`config.mk`:
```
export PLATFORM = sky130hd
export DESIGN_NAME = class_argmax_stage_flat
export DESIGN_NICKNAME = d
export VERILOG_FILES = /design/src/rtl/class_argmax_stage_if.sv /design/src/rtl/class_argmax_stage.sv /design/src/flat_wrapper.sv
export SDC_FILE = /design/constraint.sdc
export NUM_CORES = 1
export LEC_CHECK = 0
export CAP_MARGIN = 0
export CORE_MARGIN = 1
export CORE_UTILIZATION = 26
export DETAILED_ROUTE_END_ITERATION = 16
export PLACE_DENSITY = 0.49
export SLEW_MARGIN = 20
export SYNTH_ARGS = -nofsm -noshare
export SYNTH_HDL_FRONTEND = slang
export SYNTH_SLANG_ARGS = --single-unit
```
`constraint.sdc`:
```
create_clock -name clk -period 7.4 [get_ports clk]
set_input_delay 2.22 -clock clk [delete_from_list [all_inputs] [get_ports clk]]
set_output_delay 2.22 -clock clk [all_outputs]
set_load 0.01 [all_outputs]
```
`src/rtl/class_argmax_stage_if.sv`:
```
// Stream bundle for the class argmax stage: score input, bias table writes, result output.
// Pure wiring; no state and no added latency.
// The slave side accepts scores and bias writes; the master side consumes results.
interface class_argmax_stage_if #(
    parameter int DATA_WIDTH = 16,
    parameter int IDX_WIDTH  = 4
);
    // Score stream from the MAC accumulators
    logic                  in_valid;
    logic                  in_ready;
    logic [DATA_WIDTH-1:0] in_data;

    // Bias table write port
    logic                  bias_we;
    logic [IDX_WIDTH-1:0]  bias_addr;
    logic [DATA_WIDTH-1:0] bias_data;

    // Per-frame result stream
    logic                  out_valid;
    logic                  out_ready;
    logic [IDX_WIDTH-1:0]  out_class;
    logic [DATA_WIDTH-1:0] out_score;

    // The argmax stage itself
    modport slave (
        input  in_valid,
        input  in_data,
        input  bias_we,
        input  bias_addr,
        input  bias_data,
        input  out_ready,
        output in_ready,
        output out_valid,
        output out_class,
        output out_score
    );

    // The surrounding logic that feeds scores and takes results
    modport master (
        output in_valid,
        output in_data,
        output bias_we,
        output bias_addr,
        output bias_data,
        output out_ready,
        input  in_ready,
        input  out_valid,
        input  out_class,
        input  out_score
    );
endinterface

```
`src/rtl/class_argmax_stage.sv`:
```
// Adds a per-class bias (saturating) to each neuron score and tracks the running argmax per frame.
// Latency: result valid the cycle after the last score of a frame is accepted.
// Backpressure: in_ready drops while a result is held; the result holds until out_ready.
module class_argmax_stage #(
    parameter int DATA_WIDTH  = 16,
    parameter int NUM_CLASSES = 10,
    parameter int IDX_WIDTH   = 4
) (
    input  logic               clk,
    input  logic               reset,
    class_argmax_stage_if.slave bus
);

    // Two-state frame sequencer: gather scores, then present one result
    localparam logic [0:0] ST_COLLECT = 1'b0;
    localparam logic [0:0] ST_RESULT  = 1'b1;

    localparam logic signed [DATA_WIDTH-1:0] SCORE_MIN = {1'b1, {(DATA_WIDTH-1){1'b0}}};
    localparam logic signed [DATA_WIDTH-1:0] SCORE_MAX = {1'b0, {(DATA_WIDTH-1){1'b1}}};

    localparam logic [IDX_WIDTH-1:0] LAST_IDX    = IDX_WIDTH'(NUM_CLASSES - 1);
    localparam logic [IDX_WIDTH-1:0] IDX_ONE     = IDX_WIDTH'(1);
    localparam logic [IDX_WIDTH:0]   NUM_CLS_EXT = (IDX_WIDTH + 1)'(NUM_CLASSES);

    // Sequencer and frame position
    logic [0:0]                    state_q, state_d;
    logic [IDX_WIDTH-1:0]          idx_q, idx_d;

    // Running maximum within the current frame
    logic signed [DATA_WIDTH-1:0]  best_score_q, best_score_d;
    logic [IDX_WIDTH-1:0]          best_class_q, best_class_d;

    // Registered result
    logic                          out_valid_q, out_valid_d;
    logic [IDX_WIDTH-1:0]          out_class_q, out_class_d;
    logic signed [DATA_WIDTH-1:0]  out_score_q, out_score_d;

    // Bias table, one entry per class
    logic signed [DATA_WIDTH-1:0]  bias_q [NUM_CLASSES];

    // Datapath intermediates
    logic                          in_ready;
    logic                          accept;
    logic                          bias_wr_ok;
    logic signed [DATA_WIDTH-1:0]  in_score;
    logic signed [DATA_WIDTH-1:0]  cur_bias;
    logic signed [DATA_WIDTH:0]    sum_ext;
    logic signed [DATA_WIDTH-1:0]  sat_sum;
    logic                          take_new;
    logic signed [DATA_WIDTH-1:0]  cand_score;
    logic [IDX_WIDTH-1:0]          cand_class;

    // Ready depends only on state, so it never combinationally follows in_valid
    assign in_ready   = (state_q == ST_COLLECT);
    assign accept     = bus.in_valid && in_ready;
    assign in_score   = $signed(bus.in_data);

    // Out-of-range addresses would otherwise hit nonexistent entries; drop them
    assign bias_wr_ok = bus.bias_we && ({1'b0, bus.bias_addr} < NUM_CLS_EXT);

    assign bus.in_ready  = in_ready;
    assign bus.out_valid = out_valid_q;
    assign bus.out_class = out_class_q;
    assign bus.out_score = out_score_q;

    // Select the bias for the class currently arriving (registered table, so a same-cycle write is not seen)
    always_comb begin
        cur_bias = '0;
        for (int i = 0; i < NUM_CLASSES; i++) begin
            if (idx_q == IDX_WIDTH'(i)) begin
                cur_bias = bias_q[i];
            end
        end
    end

    // Biased sum with one guard bit, clamped to the signed range, then compared against the running best
    always_comb begin
        sum_ext = {in_score[DATA_WIDTH-1], in_score} + {cur_bias[DATA_WIDTH-1], cur_bias};
        if (sum_ext[DATA_WIDTH] != sum_ext[DATA_WIDTH-1]) begin
            // Guard and sign bits disagree: the true sum left the representable range
            sat_sum = sum_ext[DATA_WIDTH] ? SCORE_MIN : SCORE_MAX;
        end else begin
            sat_sum = sum_ext[DATA_WIDTH-1:0];
        end
        // Strict compare keeps the lowest index on ties; class 0 seeds the frame unconditionally
        take_new   = (idx_q == '0) || (sat_sum > best_score_q);
        cand_score = take_new ? sat_sum : best_score_q;
        cand_class = take_new ? idx_q : best_class_q;
    end

    // Frame sequencing: fold in each accepted score, publish after the last class, hold until consumed
    always_comb begin
        state_d      = state_q;
        idx_d        = idx_q;
        best_score_d = best_score_q;
        best_class_d = best_class_q;
        out_valid_d  = out_valid_q;
        out_class_d  = out_class_q;
        out_score_d  = out_score_q;
        case (state_q)
            ST_COLLECT: begin
                if (accept) begin
                    best_score_d = cand_score;
                    best_class_d = cand_class;
                    if (idx_q == LAST_IDX) begin
                        // Result reflects the final sample as well
                        out_class_d = cand_class;
                        out_score_d = cand_score;
                        out_valid_d = 1'b1;
                        idx_d       = '0;
                        state_d     = ST_RESULT;
                    end else begin
                        idx_d = idx_q + IDX_ONE;
                    end
                end
            end
            ST_RESULT: begin
                if (out_valid_q && bus.out_ready) begin
                    // Result and class index stay visible; only the running max is rearmed
                    out_valid_d  = 1'b0;
                    best_score_d = SCORE_MIN;
                    best_class_d = '0;
                    state_d      = ST_COLLECT;
                end
            end
            default: begin
                state_d = ST_COLLECT;
            end
        endcase
    end

    // Control and result registers
    always_ff @(posedge clk) begin
        if (reset) begin
            state_q      <= ST_COLLECT;
            idx_q        <= '0;
            best_score_q <= SCORE_MIN;
            best_class_q <= '0;
            out_valid_q  <= 1'b0;
            out_class_q  <= '0;
            out_score_q  <= '0;
        end else begin
            state_q      <= state_d;
            idx_q        <= idx_d;
            best_score_q <= best_score_d;
            best_class_q <= best_class_d;
            out_valid_q  <= out_valid_d;
            out_class_q  <= out_class_d;
            out_score_q  <= out_score_d;
        end
    end

    // Bias table: writable in any state, cleared by reset
    always_ff @(posedge clk) begin
        if (reset) begin
            for (int i = 0; i < NUM_CLASSES; i++) begin
                bias_q[i] <= '0;
            end
        end else if (bias_wr_ok) begin
            for (int i = 0; i < NUM_CLASSES; i++) begin
                if (bus.bias_addr == IDX_WIDTH'(i)) begin
                    bias_q[i] <= $signed(bus.bias_data);
                end
            end
        end
    end

endmodule

```
`src/flat_wrapper.sv`:
```
// flat-port wrapper written by rule: the top's interface ports become plain ports
module class_argmax_stage_flat 
#(
    parameter int DATA_WIDTH  = 16,
    parameter int NUM_CLASSES = 10,
    parameter int IDX_WIDTH   = 4
)
  (clk, reset, bus_in_valid, bus_in_data, bus_bias_we, bus_bias_addr, bus_bias_data, bus_out_ready, bus_in_ready, bus_out_valid, bus_out_class, bus_out_score);
  class_argmax_stage_if #(.DATA_WIDTH(DATA_WIDTH), .IDX_WIDTH(IDX_WIDTH)) bus_i ();
  input  logic clk;
  input  logic reset;
  input wire logic [$bits(bus_i.in_valid)-1:0] bus_in_valid;
  input wire logic [$bits(bus_i.in_data)-1:0] bus_in_data;
  input wire logic [$bits(bus_i.bias_we)-1:0] bus_bias_we;
  input wire logic [$bits(bus_i.bias_addr)-1:0] bus_bias_addr;
  input wire logic [$bits(bus_i.bias_data)-1:0] bus_bias_data;
  input wire logic [$bits(bus_i.out_ready)-1:0] bus_out_ready;
  output wire logic [$bits(bus_i.in_ready)-1:0] bus_in_ready;
  output wire logic [$bits(bus_i.out_valid)-1:0] bus_out_valid;
  output wire logic [$bits(bus_i.out_class)-1:0] bus_out_class;
  output wire logic [$bits(bus_i.out_score)-1:0] bus_out_score;
  assign bus_i.in_valid = bus_in_valid;
  assign bus_i.in_data = bus_in_data;
  assign bus_i.bias_we = bus_bias_we;
  assign bus_i.bias_addr = bus_bias_addr;
  assign bus_i.bias_data = bus_bias_data;
  assign bus_i.out_ready = bus_out_ready;
  assign bus_in_ready = bus_i.in_ready;
  assign bus_out_valid = bus_i.out_valid;
  assign bus_out_class = bus_i.out_class;
  assign bus_out_score = bus_i.out_score;
  class_argmax_stage #(.DATA_WIDTH(DATA_WIDTH), .NUM_CLASSES(NUM_CLASSES), .IDX_WIDTH(IDX_WIDTH)) u_core (.clk(clk), .reset(reset), .bus(bus_i));
endmodule
```
Yosys cells after proc, flatten, opt, wreduce, memory -nomap -nowiden
Memory sizes are Yosys's and may differ from the RTL's.
Index checks and enable logic that the tools add are counted.
Word-level totals
  output and inout port bits: 22
  input port bits: 41
  latch bits: 0
  logic and storage cells: 136
  register bits: 46
  memories kept: 1
  RAM bits: 160
  bits in read-only memories: 0
Memories
  u_core.bias_q: words 10, width 16, rd ports 10, clocked after memory_dff 0, wr ports 10, RTL line class_argmax_stage.sv:39  | logic signed [DATA_WIDTH-1:0] bias_q [NUM_CLASSES];
Operators by class
  $lt $le $gt $ge: 2
  multiply operators: 0
  shift-type cells: 0
  reduce and logical (&&, ||, !) cells: 10
  $add $sub $neg: 2
  div/mod/pow operators: 0
  bitwise logic cells: 11
  multiplexer cells: 81
  equality and inequality tests: 22
Operators by type and width (number)
  two-way mux 16 bit: 25
  two-way mux 1 bit: 48
  == test 4 x 3 -> 1 bit, second input constant: 8
  one-hot mux 16 bit (2 select lines): 1
  adder 16 x 16 -> 17 bit: 1
  == test 4 x 2 -> 1 bit, second input constant: 4
  == test 4 bit, second input constant: 4
  > comparator 16 bit: 1
  two-way mux 4 bit: 4
  OR 1 bit: 10
  == test 4 x 1 -> 1 bit, second input constant: 2
  logical NOT 4 bit: 2
  one-hot mux 4 bit (2 select lines): 1
  inequality test 2 bit, second input constant: 3
  AND reduction 3 bit: 2
  adder 4 x 1 -> 4 bit, second input constant: 1
  < comparator 4 bit, second input constant: 1
  one-hot mux 1 bit (2 select lines): 2
  AND reduction 2 bit: 2
  logical AND 1 bit: 3
  logical OR 1 bit: 1
  inequality test 1 bit: 1
  NOT 1 bit: 1

Logic depth before layout (Yosys ltp)
  depth in word-level cells: 19
  gate-level depth with buffers: 31
  mapped depth without buffers: 27

Worst setup path after synthesis
No wires, ideal clock.
  kind: input port to flip-flop
  start point: in bus_in_data[1]
  end point: reg u_core.out_score_q[12], in the netlist u_core.bus.out_score[12]
  required time: 7.278 ns
  slack: 0.545 ns
  path buffers: 3
  setup time: 0.122 ns
  stages on the path: 21
  data arrival time: 6.733 ns
  cells stage by stage: ha_1 > a211oi_1 > o21bai_1 > a221oi_1 > o31ai_1 > o21ai_0 > nand2b_1 > xor2_1 > ha_1 > clkbuf_1 > clkbuf_1 > nor2_1 > or2_2 > ha_1 > nand4_1 > o221a_1 > or3_1 > nand3_1 > buf_2 > nor4_1 > a311o_1
On the way
  cells in the longest elaborated chain, start to end: 6
  elaborated cells between the ends (all ways): 7
  those cells by class: add/sub (1); order compare (1); eq/ne (1); mux (3); reduce/logical (1)
RTL lines
  from (decl): RTL line flat_wrapper.sv:13  | input wire logic [$bits(bus_i.in_data)-1:0] bus_in_data;
  adder 16 x 16 -> 17 bit *: RTL line class_argmax_stage.sv:78  | sum_ext = {in_score[DATA_WIDTH-1], in_score} + {cur_bias[DATA_WIDTH-1], cur_bias};
  two-way mux 16 bit / inequality test 1 bit (equally long branches): RTL line class_argmax_stage.sv:81, class_argmax_stage.sv:79
  two-way mux 16 bit *: RTL line class_argmax_stage.sv:79  | if (sum_ext[DATA_WIDTH] != sum_ext[DATA_WIDTH-1]) begin
  > comparator 16 bit: RTL line class_argmax_stage.sv:86  | take_new = (idx_q == '0) || (sat_sum > best_score_q);
  logical OR 1 bit: RTL line class_argmax_stage.sv:86
  two-way mux 16 bit *: RTL line class_argmax_stage.sv:87  | cand_score = take_new ? sat_sum : best_score_q;
  to (signal assigned): RTL line class_argmax_stage.sv:149  | out_score_q <= out_score_d;
  to (decl): RTL line class_argmax_stage.sv:36  | logic signed [DATA_WIDTH-1:0] out_score_q, out_score_d;
Mark *: on every way between the ends. The rest lies on a longest branch, timed or not.
A chain may end at the register's enable or synchronous reset.

Worst setup path in the final report
  start point: in bus_in_data[1]
  end point: reg u_core.best_score_q[5]
On the way
  cells in the longest elaborated chain, start to end: 8
  elaborated cells between the ends (all ways): 9
  those cells by class: add/sub (1); order compare (1); eq/ne (1); mux (5); reduce/logical (1)
RTL lines
  adder 16 x 16 -> 17 bit *: RTL line class_argmax_stage.sv:78
  two-way mux 16 bit / inequality test 1 bit (equally long branches): RTL line class_argmax_stage.sv:81, class_argmax_stage.sv:79
  two-way mux 16 bit *: RTL line class_argmax_stage.sv:79
  > comparator 16 bit: RTL line class_argmax_stage.sv:86
  logical OR 1 bit: RTL line class_argmax_stage.sv:86
  two-way mux 16 bit *: RTL line class_argmax_stage.sv:87
  two-way mux 16 bit *: RTL line class_argmax_stage.sv:102  | if (accept) begin
  one-hot mux 16 bit (2 select lines) *: RTL line class_argmax_stage.sv:100  | case (state_q)
  to (signal assigned): RTL line class_argmax_stage.sv:145  | best_score_q <= best_score_d;
  to (decl): RTL line class_argmax_stage.sv:30  | logic signed [DATA_WIDTH-1:0] best_score_q, best_score_d;
Mark *: on every way between the ends. The rest lies on a longest branch, timed or not. The select of a mux whose other input is x is not followed.

==> impl_metrics.ini <==
[sta]
fin_skew_ns = 0.0190
max_slew_margin_pct = 31.5
fmax_mhz = 146
finalSetupViolCount = 0
period_share_pct = 92.4
hold_viol_final = 0
finalCriticalPeriod_ns = 6.84
rsz0062_at_grt = false
slew_viol_final = 0
tightest_slew_ns = 1.02
tns_ns = 0

[logic_synthesis]
ys_top_cells_by_count = and2_1 (162), edfxtp_1 (160), a21oi_1 (55)
synth_edf_count = 160
syn_area_mm2 = 0.0108
synth_ff_type = edfxtp_1
async_flop_share_pct = 0
ys_seq_elements = 206
seq_area_frac_synth_pct = 53.3
syn_nets = 1027
yosysMostFrequentCell = and2_1
synthTopCellsByArea = edfxtp_1 (45%), and2_1 (9.4%), dfxtp_1 (8.6%)
synthCells = 951
synth_top_area_share_pct = 44.7
yosys_warnings = 0
yosysTopAreaCell = edfxtp_1
synth.distinct_cells = 65
syn-mean-instance-area_um2 = 11.3

[global_route]
grtUsageMet3_pct = 2.00
grt_pass1_wl_mm = 46.5
grt_pass1_vias = 7657
grt_use_met1_pct = 19.1
antenna_found_initial = 0
grt_max_degree = 47
globalRoute.busiestLayer = met2
grtUsageMet2_pct = 25.3
grt_usage_pct = 14.6
grt-ovfl-total = 0

[worst_setup_path]
cpLargestDelayFamily = compound AO/OA/AOI/OAI gates
critPathBufInv = 3
cp.arrival_ns = 7.23
rr_startpoint = u_core.idx_q[0]
max_stage_delay_ns = 0.43
crit_chain = clkdlybuf4s50_1, ha_1, a211oi_1, o21bai_1, a221oi_1, o31ai_1, o21ai_0, nand2b_1, xor2_1, ha_1, buf_4, nor2_1, or2_2, ha_1, nand4_1, o221a_1, or3_1, a31oi_2, buf_4, nand3b_1, a21oi_1
crit_path_frequent_cell = ha_1
crit_fanout = 17
required_ns = 7.79
startpoint_type = input pin
cp_slowest_cell = clkdlybuf4s50_1
criticalPathCategory = in2reg
r2r_cells = 26
timing.rr.end = u_core.best_score_q[5]
r2r_setup_slack_ns = 0.67
endpoint_kind = register

[cts]
cts_tree = done
worstSkewPairLatency_ns = 0.55
clk_pin_slew_worst_paths_ns = 0.06
cts-root-buf = clkbuf_16
cts_setup_buffers = 0
cts_resized = 0
cts_buffers = 24
ctsLongestPathBuffers = 3
hold_buffers = 0
htree_levels = 1
cts.sinks = 206

[final_layout]
diodes = 0
drive_above_1_share_pct = 12.8
area_growth_pct = 21.0
fin_nets = 1111

[drt]
wl_per_cell_um = 19.1
first_iter_violations = 494
vias_per_cell = 4.74
vias = 7501
drt_wl_total_mm = 30.2
final_antenna_net_count = 0
remaining_drc_errors = 0
first_pass_iters = 4

[die]
rows = 74
num_io_pins = 63
dieArea_mm2 = 0.0422
dieWidth_um = 205
coreArea_mm2 = 0.0408
initial_core_util_pct = 26.3
dieHeight_um = 205

[worst_hold_path]
hold_depth = 2
hp-class = reg2reg
hold_path_end = u_core.best_score_q[13]
min_from = u_core.best_score_q[13]

[power_and_ir_drop]
p_per_area_mw_per_mm2 = 270
pwr-share-clk_pct = 32.5
netSwitchingFraction_pct = 30.6
ir_drop_uv = 178
p_leak_uw = 0.00459
p_seq_share_pct = 38.9
p_switching_uw = 1080
comb_power_share_pct = 28.6
internal_power_uw = 2440
total_power_uw = 3520

[run_status]
status = finished clean

[placed_design]
io_buffers = 62
hpwl_mm = 20.8
gp_congestion = 0.848

[job]
drv_cap = 0
cells by family after synthesis:
logic type | Yosys count | share of synthesized area [%]
AND/OR/NAND/NOR | 384 | 20.4
flip-flops | 206 | 53.3
AO/OA/AOI/OAI | 188 | 11.9
buffers and inverters | 84 | 3.32
multiplexers | 43 | 6.05
adder cells (fa/ha/maj) | 35 | 4.14
XOR/XNOR | 11 | 0.896
sequential cells by signal, summed over array words and instances, names as in the netlist:
name                  cells
u_core.idx_q              4
u_core.state_q            1
u_core.best_class_q       4
u_core.bus.out_valid      1
u_core.bias_q           160
u_core.bus.out_class      4
u_core.best_score_q      16
u_core.bus.out_score     16
worst max path at each step:
stage | start | cells past startpoint | slack (ns) | end
after floorplan | bus_in_data[1] | 21 | 0.55 | u_core.bus.out_score[12]
after global placement | bus_in_data[1] | 21 | 0.05 | u_core.bus.out_score[10]
after detailed placement | bus_in_data[1] | 21 | 0.05 | u_core.best_score_q[12]
after CTS | bus_in_data[1] | 21 | 0.57 | u_core.best_score_q[5]
after global routing | bus_in_data[1] | 21 | 0.12 | u_core.best_score_q[9]
final | bus_in_data[1] | 21 | 0.56 | u_core.best_score_q[5]
power groups by stage:
stage,sequential [uW],combinational [uW],clock (uW)
after floorplan,1380,655,0
after global placement,1390,1010,0
after detailed placement,1390,1010,0
after CTS,1370,1020,1170
after global routing,1380,1120,1210
final,1370,1000,1140
cell usage in the layout (no fill, tap or decap), types with 6 or more instances in the layout:
master           instances
a21o_1                   7
a21oi_1                 55
a221oi_1                 8
a22oi_1                  7
and2_1                 162
and3_1                   7
buf_4                   51
clkbuf_1                 7
clkbuf_16               24
clkdlybuf4s50_1         61
dfxtp_1                 44
edfxtp_1               160
ha_1                    34
inv_1                   25
mux2_2                   6
mux2i_1                 20
mux4_2                  17
nand2_1                 28
nand2b_1                28
nand3_1                 29
nand3b_1                20
nand4_1                 11
nor2_1                  41
nor2b_1                  6
nor3_1                  20
nor4_1                   6
o2111ai_1               10
o211ai_1                 6
o21ai_0                 27
o21ai_1                 13
or2_2                    9
xor2_1                   6
metal layers:
layer	up-vias	share of wire [%]
met1	3670	46
met4	0	1.9
met5	-	0
met2	115	50
met3	36	2.9
li1	3680	-
through the flow:
stage	instances	worst slack, ns	area, um2	util [%]	hold WS, ns
after floorplan	951	0.545	10800	-	0.441
after global placement	1541	0.0499	12200	30.0	0.449
after detailed placement	1541	0.0471	12200	30.0	0.452
after CTS	1582	0.568	13000	31.8	0.461
after global routing	1582	0.124	13000	31.9	0.496
final	1582	0.559	13000	31.9	0.461
tightest hold or removal path, cell delays in order, from the launching register on:
cell and delay, ns:
dfxtp_1 0.31, nand3_1 0.06, o2bb2ai_1 0.05
final cells by class:
class / instances / area (um2)
sequential: 206 / 5730
fill: 4103 / 27800
multi-input combinational: 661 / 4700
clock buffer: 35 / 676
timing repair buffer: 116 / 1060
tap: 532 / 666
clock inverter: 6 / 76.3
inverter: 26 / 97.6
(Power assumes the default switching activity.)
